File: src/rtl/fetch_stage_if.sv
// Fetch-stage bus: PC/instruction-memory port, control redirects and the IF/ID payload.
// master = fetch stage, slave = surrounding pipeline/memory.
interface fetch_stage_if;
    localparam int unsigned XLEN   = 64;
    localparam int unsigned ILEN   = 32;
    localparam int unsigned CODE_W = 4;

    logic              stall;
    logic              redirect_en;
    logic [XLEN-1:0]   redirect_pc;
    logic              trap_en;
    logic [XLEN-1:0]   trap_pc;

    logic [XLEN-1:0]   pc_addr;
    logic [ILEN-1:0]   imem_instr;
    logic              imem_exc_en;
    logic [CODE_W-1:0] imem_exc_code;
    logic [XLEN-1:0]   imem_exc_val;

    logic              if_valid;
    logic [XLEN-1:0]   if_pc;
    logic [ILEN-1:0]   if_instr;
    logic              if_exc_en;
    logic [CODE_W-1:0] if_exc_code;
    logic [XLEN-1:0]   if_exc_val;

    modport master (
        input  stall, redirect_en, redirect_pc, trap_en, trap_pc,
        input  imem_instr, imem_exc_en, imem_exc_code, imem_exc_val,
        output pc_addr,
        output if_valid, if_pc, if_instr, if_exc_en, if_exc_code, if_exc_val
    );

    modport slave (
        output stall, redirect_en, redirect_pc, trap_en, trap_pc,
        output imem_instr, imem_exc_en, imem_exc_code, imem_exc_val,
        input  pc_addr,
        input  if_valid, if_pc, if_instr, if_exc_en, if_exc_code, if_exc_val
    );
endinterface

File: src/rtl/fetch_stage.sv
// RV64 instruction-fetch stage: owns the PC, fills IF/ID, handles stall/redirect/trap
// and freezes fetch after a fetch fault until the trap redirect arrives.
module fetch_stage #(
    parameter logic [63:0] RESET_PC = 64'h0000_0000_0000_0000
) (
    input  logic          clk,
    input  logic          rst,
    fetch_stage_if.master bus
);
    localparam int unsigned XLEN   = 64;
    localparam int unsigned ILEN   = 32;
    localparam int unsigned CODE_W = 4;
    localparam logic [ILEN-1:0]   NOP_INSTR     = 32'h0000_0013;
    localparam logic [CODE_W-1:0] CAUSE_MISALGN = 4'd0;

    typedef enum logic {FETCH, WAIT_TRAP} state_t;

    state_t            state_q;
    logic [XLEN-1:0]   pc_q;
    logic              if_valid_q;
    logic [XLEN-1:0]   if_pc_q;
    logic [ILEN-1:0]   if_instr_q;
    logic              if_exc_en_q;
    logic [CODE_W-1:0] if_exc_code_q;
    logic [XLEN-1:0]   if_exc_val_q;

    logic              exc_en_c;
    logic [CODE_W-1:0] exc_code_c;
    logic [XLEN-1:0]   exc_val_c;
    logic              redirect_c;

    // Fetch exception select: misalignment outranks the memory's own fault.
    always_comb begin
        exc_en_c   = 1'b0;
        exc_code_c = '0;
        exc_val_c  = '0;
        if (pc_q[1:0] != 2'b00) begin
            exc_en_c   = 1'b1;
            exc_code_c = CAUSE_MISALGN;
            exc_val_c  = pc_q;
        end else if (bus.imem_exc_en) begin
            exc_en_c   = 1'b1;
            exc_code_c = bus.imem_exc_code;
            exc_val_c  = bus.imem_exc_val;
        end
    end

    // A branch redirect is only honoured while fetching normally.
    assign redirect_c = bus.redirect_en && (state_q == FETCH);

    always_ff @(posedge clk) begin
        if (rst) begin
            state_q       <= FETCH;
            pc_q          <= RESET_PC;
            if_valid_q    <= 1'b0;
            if_pc_q       <= RESET_PC;
            if_instr_q    <= NOP_INSTR;
            if_exc_en_q   <= 1'b0;
            if_exc_code_q <= '0;
            if_exc_val_q  <= '0;
        end else begin
            // Next PC; the faulting PC is held so it stays frozen until the trap.
            if (bus.trap_en) begin
                pc_q    <= bus.trap_pc;
                state_q <= FETCH;
            end else if (redirect_c) begin
                pc_q <= bus.redirect_pc;
            end else if (bus.stall || state_q == WAIT_TRAP || exc_en_c) begin
                pc_q <= pc_q;
            end else begin
                pc_q <= pc_q + XLEN'(4);
            end

            // IF/ID slot: flush beats stall, WAIT_TRAP emits bubbles.
            if (bus.trap_en || redirect_c || (!bus.stall && state_q == WAIT_TRAP)) begin
                if_valid_q    <= 1'b0;
                if_pc_q       <= pc_q;
                if_instr_q    <= NOP_INSTR;
                if_exc_en_q   <= 1'b0;
                if_exc_code_q <= '0;
                if_exc_val_q  <= '0;
            end else if (!bus.stall) begin
                if_valid_q    <= 1'b1;
                if_pc_q       <= pc_q;
                if_instr_q    <= exc_en_c ? NOP_INSTR : bus.imem_instr;
                if_exc_en_q   <= exc_en_c;
                if_exc_code_q <= exc_code_c;
                if_exc_val_q  <= exc_val_c;
                if (exc_en_c) state_q <= WAIT_TRAP;
            end
        end
    end

    assign bus.pc_addr     = pc_q;
    assign bus.if_valid    = if_valid_q;
    assign bus.if_pc       = if_pc_q;
    assign bus.if_instr    = if_instr_q;
    assign bus.if_exc_en   = if_exc_en_q;
    assign bus.if_exc_code = if_exc_code_q;
    assign bus.if_exc_val  = if_exc_val_q;
endmodule

File: src/flat_wrapper.sv
// flat-port wrapper written by rule: the top's interface ports become plain ports
module fetch_stage_flat 
#(
    parameter logic [63:0] RESET_PC = 64'h0000_0000_0000_0000
)
  (clk, rst, bus_stall, bus_redirect_en, bus_redirect_pc, bus_trap_en, bus_trap_pc, bus_imem_instr, bus_imem_exc_en, bus_imem_exc_code, bus_imem_exc_val, bus_pc_addr, bus_if_valid, bus_if_pc, bus_if_instr, bus_if_exc_en, bus_if_exc_code, bus_if_exc_val);
  fetch_stage_if bus_i ();
  input  logic clk;
  input  logic rst;
  input wire logic [$bits(bus_i.stall)-1:0] bus_stall;
  input wire logic [$bits(bus_i.redirect_en)-1:0] bus_redirect_en;
  input wire logic [$bits(bus_i.redirect_pc)-1:0] bus_redirect_pc;
  input wire logic [$bits(bus_i.trap_en)-1:0] bus_trap_en;
  input wire logic [$bits(bus_i.trap_pc)-1:0] bus_trap_pc;
  input wire logic [$bits(bus_i.imem_instr)-1:0] bus_imem_instr;
  input wire logic [$bits(bus_i.imem_exc_en)-1:0] bus_imem_exc_en;
  input wire logic [$bits(bus_i.imem_exc_code)-1:0] bus_imem_exc_code;
  input wire logic [$bits(bus_i.imem_exc_val)-1:0] bus_imem_exc_val;
  output wire logic [$bits(bus_i.pc_addr)-1:0] bus_pc_addr;
  output wire logic [$bits(bus_i.if_valid)-1:0] bus_if_valid;
  output wire logic [$bits(bus_i.if_pc)-1:0] bus_if_pc;
  output wire logic [$bits(bus_i.if_instr)-1:0] bus_if_instr;
  output wire logic [$bits(bus_i.if_exc_en)-1:0] bus_if_exc_en;
  output wire logic [$bits(bus_i.if_exc_code)-1:0] bus_if_exc_code;
  output wire logic [$bits(bus_i.if_exc_val)-1:0] bus_if_exc_val;
  assign bus_i.stall = bus_stall;
  assign bus_i.redirect_en = bus_redirect_en;
  assign bus_i.redirect_pc = bus_redirect_pc;
  assign bus_i.trap_en = bus_trap_en;
  assign bus_i.trap_pc = bus_trap_pc;
  assign bus_i.imem_instr = bus_imem_instr;
  assign bus_i.imem_exc_en = bus_imem_exc_en;
  assign bus_i.imem_exc_code = bus_imem_exc_code;
  assign bus_i.imem_exc_val = bus_imem_exc_val;
  assign bus_pc_addr = bus_i.pc_addr;
  assign bus_if_valid = bus_i.if_valid;
  assign bus_if_pc = bus_i.if_pc;
  assign bus_if_instr = bus_i.if_instr;
  assign bus_if_exc_en = bus_i.if_exc_en;
  assign bus_if_exc_code = bus_i.if_exc_code;
  assign bus_if_exc_val = bus_i.if_exc_val;
  fetch_stage #(.RESET_PC(RESET_PC)) u_core (.clk(clk), .rst(rst), .bus(bus_i));
endmodule
File: config.mk
export PLATFORM = sky130hd
export DESIGN_NAME = fetch_stage_flat
export DESIGN_NICKNAME = d
export VERILOG_FILES = /design/src/rtl/fetch_stage_if.sv /design/src/rtl/fetch_stage.sv /design/src/flat_wrapper.sv
export SDC_FILE = /design/constraint.sdc
export NUM_CORES = 1
export LEC_CHECK = 0
export ABC_CLOCK_PERIOD_IN_PS = 5150
export CAP_MARGIN = 20
export CORE_AREA = 2 2 179 181
export CTS_BUF_LIST = sky130_fd_sc_hd__clkbuf_16
export CTS_CLUSTER_SIZE = 8
export DETAILED_ROUTE_END_ITERATION = 12
export DIE_AREA = 0 0 181 183
export MAX_ROUTING_LAYER = met4
export PLACE_DENSITY_LB_ADDON = 0.08
export SLEW_MARGIN = 20
export SYNTH_ARGS = -nofsm -noshare
export SYNTH_HDL_FRONTEND = slang
export SYNTH_SLANG_ARGS = --single-unit
export TNS_END_PERCENT = 20
File: constraint.sdc
create_clock -name clk -period 5.15 [get_ports clk]
set_clock_uncertainty 0.2 [all_clocks]
set_input_delay 0.515 -clock clk [delete_from_list [all_inputs] [get_ports clk]]
set_output_delay 0.515 -clock clk [all_outputs]
set_load 0.1 [all_outputs]
==> results.ini, run 1 <==
[synth]
async_reset_ff_frac = 0
seq_area_frac_synth = 0.398
synth_edf_count = 0
syn_nets = 1802
synth-seq-cells = 231
synth_flop_cell = dfxtp_1
synthCells = 1567
mappedNetlistArea_mm2 = 0.0116
syn_area_per_cell_um2 = 7.41
yosys_warnings = 0
netlist-cell-type-count = 75

[clocking]
ctsResizeCount = 0
cts.sinks = 231
path_clk_slew_ns = 0.05
cts-buffers-inserted = 35
cts_buffer_depth = 3
cts_tree = yes
postCtsSetupBuffers = 0
root_buffer = clkbuf_16
htreeDepth = 2
clkLatencyLatePin_ns = 0.51
hold_buffers = 0

[setup_path]
path_buf_inv = 0
crit_fanout = 11
cp-start-kind = register
crit_start = u_core.bus.pc_addr[2]
critical-path-top-delay-family = simple AND/OR/NAND/NOR gates
reg2reg_from = u_core.bus.pc_addr[2]
r2r-end = u_core.bus.pc_addr[62]
cp_slowest_cell = dfxtp_1
reg2regPathDepth = 7
end_kind = register
critPathArrivalTime_ns = 3.41
cp_slowest_stage_delay_ns = 0.55
path_cells = ha_1 > nand3_2 > nor4_4 > and3_1 > nand2_1 > nor4_1 > a2111oi_2
crit_type = register to register
reg2reg_slack_ns = 1.89
worstPathRequired_ns = 5.30

[floorplan]
die_area_mm2 = 0.0331
io_pins = 464
rows = 65
start_util = 0.372
die_x_um = 181
coreArea_mm2 = 0.0312
die_y_um = 183

[global_route]
grt_pass1_vias = 12600
antenna_found_initial = 13
grt_max_degree = 100
grt_use_met2 = 0.506
grt-ovfl-total = 0
grt_pass1_wl_mm = 75.9
busiest_layer = met2
grt_use_met1 = 0.358
grt_util_all_layers = 0.303
gr-usage-met3 = 0.0677

[sta]
period_share = 0.633
max_freq_ghz = 0.307
setup_viol = 0
final_max_slew_viol_count = 0
hold_viol = 0
worst_pin_slew_ns = 1.09
min_period_ns = 3.26
relSlewSlack = 0.274
rsz0062_at_grt = no
hold_ws_ns = 0.248
setup_slack_ns = 1.89
fin_setup_tns_ns = 0

[outcome]
status = completed

[place]
dp_worst_setup_slack_ns = 1.66
io_buffers = 463
gp_congestion = 0.915
dp.final_hpwl_mm = 36.1

[route]
vias = 13200
drt_pass1_iterations = 7
post_drt_via_cell_ratio = 5.58
finalWirelength_mm = 51.2
drc_errors = 0
detail-route-antenna-nets = 0
drt_first_iter_violations = 1208
wire_per_inst_um = 21.6

[power]
powerDensity_mw_per_mm2 = 317
p_leak_nw = 6.13
power_w = 0.00548
ir_drop_uv = 222

[final_layout]
layout-drive-gt1-share = 0.0456
final_nets = 2180
final_common_cell = clkdlybuf4s50_1
fill_cells = 2968
mostFrequentLayoutCells = 459 x clkdlybuf4s50_1, 302 x nand2_1, 258 x a21oi_1
area_delta_synth_final_pct = 49.0

[min_path]
holdPathEnd = u_core.bus.if_pc[36]
hp-start = u_core.bus.if_pc[36]
hold_path_depth = 2
hp-class = register to register

[run]
drv_cap = 0

## stage by stage
step,util,cells,cell area (um^2)
finish,0.554,2365,17300
global route,0.554,2365,17300
CTS,0.553,2352,17300
detailed placement,0.523,2310,16300
global placement,0.523,2310,16300
floorplan,-,1567,11600
## power by group
part           switching [W]  leakage, nW  internal, W  total (W)
Clock               0.000812        0.468      0.00123    0.00205
Sequential          0.000154         1.89      0.00187    0.00203
Combinational       0.000968         3.78     0.000443    0.00141
## Yosys cell counts, types with 10 or more instances
cell type / count / area share
nand2_1: 303 / 0.098
a21oi_1: 258 / 0.11
dfxtp_1: 231 / 0.40
nor2_1: 155 / 0.050
clkbuf_1: 98 / 0.032
nand3_1: 95 / 0.041
o21ai_0: 45 / 0.019
mux2i_1: 35 / 0.030
a211oi_1: 31 / 0.020
nand4_1: 29 / 0.016
nor3_1: 28 / 0.012
xnor2_1: 22 / 0.017
and3_1: 19 / 0.010
buf_2: 18 / 0.0078
buf_1: 12 / 0.0039
a211o_1: 11 / 0.0083
a31oi_1: 11 / 0.0059
xor2_1: 10 / 0.0075
## metal layers
metal	up-vias	share of wire
li1	6266	-
met2	682	0.49
met1	6167	0.40
met5	-	0
met4	0	0.030
met3	93	0.086
## state kept, by name (all words and copies together) (netlist names)
register                flops
u_core.bus.if_instr        32
u_core.bus.if_exc_code      4
u_core.bus.if_exc_val      64
u_core.state_q              1
u_core.bus.if_valid         1
u_core.bus.if_pc           64
u_core.bus.pc_addr         64
u_core.bus.if_exc_en        1
## final cells by class
| class | instances | area [um^2] | share of cell area |
|---|---|---|---|
| inverters | 9 | 33.8 | 0.00195 |
| multi-input cells | 1188 | 6410 | 0.371 |
| flip-flops and latches | 231 | 4620 | 0.267 |
| clock inverters | 6 | 43.8 | 0.00253 |
| repair buffers | 480 | 4750 | 0.275 |
| well taps | 402 | 503 | 0.0291 |
| clock buffers | 36 | 901 | 0.0521 |
| diodes | 13 | 32.5 | 0.00188 |
## how the worst max path moves through the flow
| stage | depth (start not counted) | end | slack, ns |
|---|---|---|---|
| 2_1_floorplan | 7 | u_core.bus.pc_addr[28] | 1.99 |
| 3_3_place_gp | 7 | u_core.bus.if_exc_val[46] | 1.74 |
| 3_5_place_dp | 7 | u_core.bus.if_valid | 1.66 |
| 4_1_cts | 7 | u_core.bus.pc_addr[52] | 1.94 |
| 5_1_grt | 7 | u_core.bus.pc_addr[62] | 1.77 |
| 6_report | 7 | u_core.bus.pc_addr[62] | 1.89 |
## kinds of logic (layout without fill, tap and decap cells)
| family | after synthesis | count (layout) | share of synthesized area |
|---|---|---|---|
| AOI/OAI and AO/OA | 420 | 420 | 0.211 |
| and+or+nand+nor | 700 | 700 | 0.281 |
| DFF | 231 | 231 | 0.398 |
| muxes | 35 | 35 | 0.0302 |
| xor gates and xnor gates | 32 | 32 | 0.0241 |
| other | 0 | 13 | 0 |
| buffers and inverters | 148 | 531 | 0.0537 |
| adders and majority gates | 1 | 1 | 0.00108 |
## worst min-delay path: stages, from the launching register on
cell and delay (ns):
dfxtp_1 0.30, nand2_1 0.05, a21oi_1 0.05
Note: power is estimated with default switching activity, not from simulation.
==> run 2, diff against run 1 <==
--- a/config.mk
+++ b/config.mk
@@ -5,7 +5,7 @@
 export SDC_FILE = /design/constraint.sdc
 export NUM_CORES = 1
 export LEC_CHECK = 0
-export ABC_CLOCK_PERIOD_IN_PS = 5150
+export ABC_CLOCK_PERIOD_IN_PS = 2800
 export CAP_MARGIN = 20
 export CORE_AREA = 2 2 179 181
 export CTS_BUF_LIST = sky130_fd_sc_hd__clkbuf_16
==> constraint.sdc (replaced) <==
create_clock -name clk -period 2.8 [get_ports clk]
set_clock_uncertainty 0.2 [all_clocks]
set_input_delay 0.28 -clock clk [delete_from_list [all_inputs] [get_ports clk]]
set_output_delay 0.28 -clock clk [all_outputs]
set_load 0.1 [all_outputs]
==> results.ini, run 2 (same netlist as run 1, synthesis figures left out) <==
[final_layout]
layout-drive-gt1-share = 0.208  ; +0.162
final_common_cell = buf_4
fill_cells = 3027  ; +2.0%
mostFrequentLayoutCells = 310 x buf_4, 302 x nand2_1, 258 x a21oi_1
final_nets = 2245  ; +3.0%
area_delta_synth_final_pct = 48.9  ; about the same
regArea_mm2 = 0.00467  ; +0.92%
multi_input_area_mm2 = 0.00641  ; about the same
stdcell_count = 2422  ; +2.4%
design_area_mm2 = 0.0173  ; about the same

[power]
power_w = 0.0101  ; +85%
powerDensity_mw_per_mm2 = 585  ; +85%
p_leak_nw = 6.90  ; +13%
ir_drop_uv = 381  ; +72%

[min_path]
holdPathEnd = u_core.bus.pc_addr[30]
hp-start = rst
hold_path_depth = 5  ; +3
hp-class = input port to register

[global_route]
grt_pass1_vias = 13100  ; +3.8%
grt-ovfl-total = 0  ; unchanged
busiest_layer = met2
antenna_found_initial = 6  ; -7
grt_use_met2 = 0.533  ; +0.0269
grt_pass1_wl_mm = 79.1  ; +4.2%
grt_util_all_layers = 0.317  ; +0.0138
grt_max_degree = 173  ; +73%
grt_use_met1 = 0.374  ; +0.0152
gr-usage-met3 = 0.0693  ; +0.00159

[setup_path]
r2r-end = u_core.bus.pc_addr[33]
critPathArrivalTime_ns = 2.88  ; -0.53 ns
cp_slowest_cell = nor4_1
path_cells = nand4_1 > nor4_1 > nand2_1 > o311a_1 > a211oi_1
reg2reg_slack_ns = 0.14  ; -1.75 ns
worstPathRequired_ns = 3.02  ; -2.28 ns
crit_fanout = 4  ; -7
reg2regPathDepth = 5  ; -2
end_kind = register
crit_type = register to register
cp-start-kind = register
cp_slowest_stage_delay_ns = 0.87  ; +0.32 ns
reg2reg_from = u_core.bus.pc_addr[28]

[route]
drc_errors = 0  ; unchanged
detail-route-antenna-nets = 0  ; unchanged
finalWirelength_mm = 52.9  ; +3.4%
drt_pass1_iterations = 5  ; -2
post_drt_via_cell_ratio = 5.60  ; +0.26%
drt_first_iter_violations = 1166  ; -3.5%
vias = 13600  ; +2.7%
wire_per_inst_um = 21.8  ; +0.97%

[clocking]
cts_buffer_depth = 3  ; unchanged
cts-buffers-inserted = 34  ; -2.9%
path_clk_slew_ns = 0.06  ; about the same
clkLatencyLatePin_ns = 0.52  ; about the same
cts_tree = yes
root_buffer = clkbuf_16
htreeDepth = 2  ; unchanged
cts.sinks = 231  ; unchanged

[floorplan]
rows = 65  ; unchanged
start_util = 0.372  ; unchanged
die_x_um = 181  ; unchanged
die_y_um = 183  ; unchanged
coreArea_mm2 = 0.0312  ; unchanged
die_area_mm2 = 0.0331  ; unchanged
io_pins = 464  ; unchanged

[sta]
max_freq_ghz = 0.375  ; +22%
setup_viol = 0  ; unchanged
rsz0062_at_grt = no
relSlewSlack = 0.390  ; +0.116
min_period_ns = 2.66  ; -0.595 ns
worst_pin_slew_ns = 0.907  ; -0.178 ns
period_share = 0.952  ; +0.319
hold_viol = 0  ; unchanged
final_max_slew_viol_count = 0  ; unchanged

[outcome]
status = completed

[place]
gp_congestion = 0.955  ; +4.4%
dpl_cell_area_mm2 = 0.0164  ; +0.17%
dp.final_hpwl_mm = 38.3  ; +6.1%
dp.cells = 2376  ; +2.9%
io_buffers = 463  ; unchanged

[run]
drv_cap = 0  ; unchanged

==> run 2: what timing repair did <==
item                                    4_1_cts  5_1_grt
endpoints found under the setup margin        0        5
gates resized for setup                       0        1
hold buffers                                  0        0
buffers inserted                              0        0
==> run 2: worst max path at each step <==
stage | cells after the start | startpoint | slack (ns) | endpoint
3_3_place_gp | 5 | u_core.bus.pc_addr[28] | 0.1 | u_core.bus.pc_addr[33]
4_1_cts | 5 | u_core.bus.pc_addr[28] | 0.14 | u_core.bus.pc_addr[33]
2_1_floorplan | 6 | u_core.bus.pc_addr[28] | -0.11 | u_core.bus.pc_addr[63]
3_5_place_dp | 7 | u_core.bus.pc_addr[2] | 0.15 | u_core.bus.pc_addr[62]
5_1_grt | 5 | u_core.bus.pc_addr[28] | 0.03 | u_core.bus.pc_addr[33]
6_report | 5 | u_core.bus.pc_addr[28] | 0.14 | u_core.bus.pc_addr[33]
==> run 2: critical path, delay by kind of cell, from the launching register on <==
kind | cells | cell delay (ns)
AND/OR/NAND/NOR | 3 | 1.34
AO/OA/AOI/OAI | 2 | 0.56
flip-flops | 1 | 0.46
==> run 2: power breakdown <==
| group | internal [W] | switching, W | total [W] |
|---|---|---|---|
| logic | 0.000846 | 0.00192 | 0.00276 |
| clock network | 0.00221 | 0.00152 | 0.00372 |
| registers | 0.00345 | 0.000182 | 0.00363 |
==> run 2: layout make-up <==
type	count	share of cell area
Multi-Input combinational cell	1188	0.371
Timing Repair Buffer	546	0.274
Antenna cell	8	0.00116
Clock buffer	35	0.0507
Inverter	9	0.00195
Clock inverter	3	0.00210
Sequential cell	231	0.270
Tap cell	402	0.0291
==> run 2: layer usage <==
metal,share of wire,vias up,wire (um)
met5,0,-,0
met4,0.035,0,1850
met3,0.089,97,4720
met2,0.49,682,25700
met1,0.39,6410,20700
li1,-,6372,-
==> run 2: through the flow <==
step	hold WS [ns]	TNS [ns]	setup slack (ns)	utilization
final	0.0552	0	0.135	0.553
after global routing	0.0735	0	0.0266	0.553
after CTS	0.0364	0	0.135	0.553
after detailed placement	0.242	0	0.151	0.524
after global placement	0.239	0	0.0954	0.524
after floorplan	0.186	-0.354	-0.106	-
==> run 3, diff against run 2 <==
--- a/config.mk
+++ b/config.mk
@@ -9,7 +9,6 @@
 export CAP_MARGIN = 20
 export CORE_AREA = 2 2 179 181
 export CTS_BUF_LIST = sky130_fd_sc_hd__clkbuf_16
-export CTS_CLUSTER_SIZE = 8
 export DETAILED_ROUTE_END_ITERATION = 12
 export DIE_AREA = 0 0 181 183
 export MAX_ROUTING_LAYER = met4
==> results.ini, run 3 (same netlist as run 1, synthesis figures left out) <==
[final_layout]
design_area_mm2 = 0.0172  ; -0.68%
regArea_mm2 = 0.00467  ; unchanged
mostFrequentLayoutCells = 310 x buf_4, 302 x nand2_1, 258 x a21oi_1
area_delta_synth_final_pct = 47.8
multi_input_area_mm2 = 0.00641  ; unchanged
final_util = 0.550  ; -0.00377
layout-drive-gt1-share = 0.207  ; -0.00113
fill_cells = 3050  ; +0.76%
final_common_cell = buf_4
final_nets = 2238  ; -0.31%

[route]
drt_pass1_iterations = 5  ; unchanged
top_layer = met4
wl_met2_mm = 25.5  ; -0.70%
wire_per_inst_um = 21.6  ; -1.2%
drt-met1-wl_mm = 20.7  ; +0.17%
finalWirelength_mm = 52.5  ; -0.83%
drt_first_iter_violations = 1155  ; -0.94%
drc_errors = 0  ; unchanged
post_drt_via_cell_ratio = 5.54  ; -1.0%
routed-wl-met3_mm = 4.36  ; -7.6%
vias = 13500  ; -0.66%
detail-route-antenna-nets = 0  ; unchanged

[power]
powerDensity_mw_per_mm2 = 564  ; -3.7%
ir_drop_uv = 432  ; +13%
p_leak_nw = 6.87  ; -0.38%

[global_route]
grt_pass1_wl_mm = 78.8  ; -0.31%
grt_pass1_vias = 13000  ; -0.69%
grt_max_degree = 173  ; unchanged
grt_util_all_layers = 0.314  ; -0.00213
antenna_found_initial = 5  ; -1
grt-ovfl-total = 0  ; unchanged

[sta]
worst_pin_slew_ns = 0.941  ; +0.0348 ns
min_period_ns = 2.70  ; +0.0358 ns
hold_viol = 0  ; unchanged
setup_slack_ns = 0.0996  ; -0.0358 ns
final_max_slew_viol_count = 0  ; unchanged
hold_ws_ns = 0.0259  ; -0.0293 ns
rsz0062_at_grt = no
setup_viol = 0  ; unchanged
period_share = 0.964  ; +0.0128
max_freq_ghz = 0.370  ; -1.3%
fin_setup_tns_ns = 0  ; unchanged
relSlewSlack = 0.367  ; -0.0234

[floorplan]
rows = 65  ; unchanged
die_area_mm2 = 0.0331  ; unchanged
die_y_um = 183  ; unchanged
coreArea_mm2 = 0.0312  ; unchanged
io_pins = 464  ; unchanged
start_util = 0.372  ; unchanged
die_x_um = 181  ; unchanged

[place]
io_buffers = 463  ; unchanged
dp.final_hpwl_mm = 38.3  ; unchanged
dpl_cell_area_mm2 = 0.0164  ; unchanged
gp_congestion = 0.955  ; unchanged
dp_worst_setup_slack_ns = 0.151  ; unchanged

[setup_path]
cp.depth = 5  ; unchanged
reg2reg_from = u_core.bus.pc_addr[28]
reg2reg_slack_ns = 0.1  ; -0.04 ns
worstPathRequired_ns = 3.06  ; +0.04 ns
cp-start-kind = register
reg2regPathDepth = 5  ; unchanged
crit_fanout = 4  ; unchanged
critPathArrivalTime_ns = 2.96  ; +0.08 ns
endpoint = u_core.bus.pc_addr[33]
crit_type = register to register
r2r-end = u_core.bus.pc_addr[33]
path_cells = nand4_1 > nor4_1 > nand2_1 > o311a_1 > a211oi_1
end_kind = register
critical-path-top-delay-family = simple AND/OR/NAND/NOR gates
crit_start = u_core.bus.pc_addr[28]
cp_slowest_cell = nor4_1
cp_slowest_stage_delay_ns = 0.89  ; +0.02 ns
path_buf_inv = 0  ; unchanged

[clocking]
cts.sinks = 231  ; unchanged
cts-buffers-inserted = 27  ; -21%
root_buffer = clkbuf_16
postCtsSetupBuffers = 0  ; unchanged
cts_buffer_depth = 3  ; unchanged
hold_buffers = 0  ; unchanged
path_clk_slew_ns = 0.06  ; about the same
clkLatencyLatePin_ns = 0.55  ; +0.03 ns
cts_tree = yes
htreeDepth = 1  ; -1

[outcome]
status = completed

[run]
drv_cap = 0  ; unchanged

[min_path]
hp-start = rst
hp-class = input port to register
hold_path_depth = 5  ; unchanged

run 3: area by class of cell:
cell class              count  share of cell area
multi-input cells        1188               0.374
repair buffers            546               0.276
flip-flops and latches    231               0.272
clock buffers              27              0.0394
well taps                 402              0.0293
clock inverters            22             0.00722
inverters                   9             0.00197
diodes                      6            0.000875
run 3: routing by layer:
| metal | track usage | vias up |
|---|---|---|
| met1 | 0.375 | 6365 |
| met4 | 0.109 | 0 |
| met2 | 0.532 | 629 |
| li1 | - | 6374 |
| met5 | - | - |
| met3 | 0.0614 | 104 |
run 3: how the worst min path moves through the flow:
stage	to
floorplan	u_core.bus.pc_addr[40]
global placement	u_core.bus.if_pc[50]
detailed placement	u_core.bus.if_valid
CTS	u_core.bus.pc_addr[34]
global route	u_core.bus.pc_addr[30]
finish	u_core.bus.pc_addr[34]
run 3: what timing repair did:
action                                  CTS  global route
resized for setup                         0             1
endpoints found under the setup margin    0             5
hold endpoints to repair                  0             0
run 3: where the power goes:
group | leakage (nW) | switching (W) | internal, W
sequential | 1.90 | 0.000181 | 0.00345
combinational | 4.55 | 0.00192 | 0.000846
clock | 0.424 | 0.00146 | 0.00183
total | 6.87 | 0.00356 | 0.00612
run 3: metrics by stage:
stage          power [W]  std cells
5_1_grt           0.0100       2430
4_1_cts          0.00973       2425
6_report         0.00968       2431
3_3_place_gp     0.00644       2376
3_5_place_dp     0.00644       2376
2_1_floorplan    0.00545       1567
run 3: worst reg2reg max path, cell delays in order, from the launching register on:
cell and delay [ns]:
dfxtp_1 0.47, nand4_1 0.32, nor4_1 0.89, nand2_1 0.15, o311a_1 0.37, a211oi_1 0.20
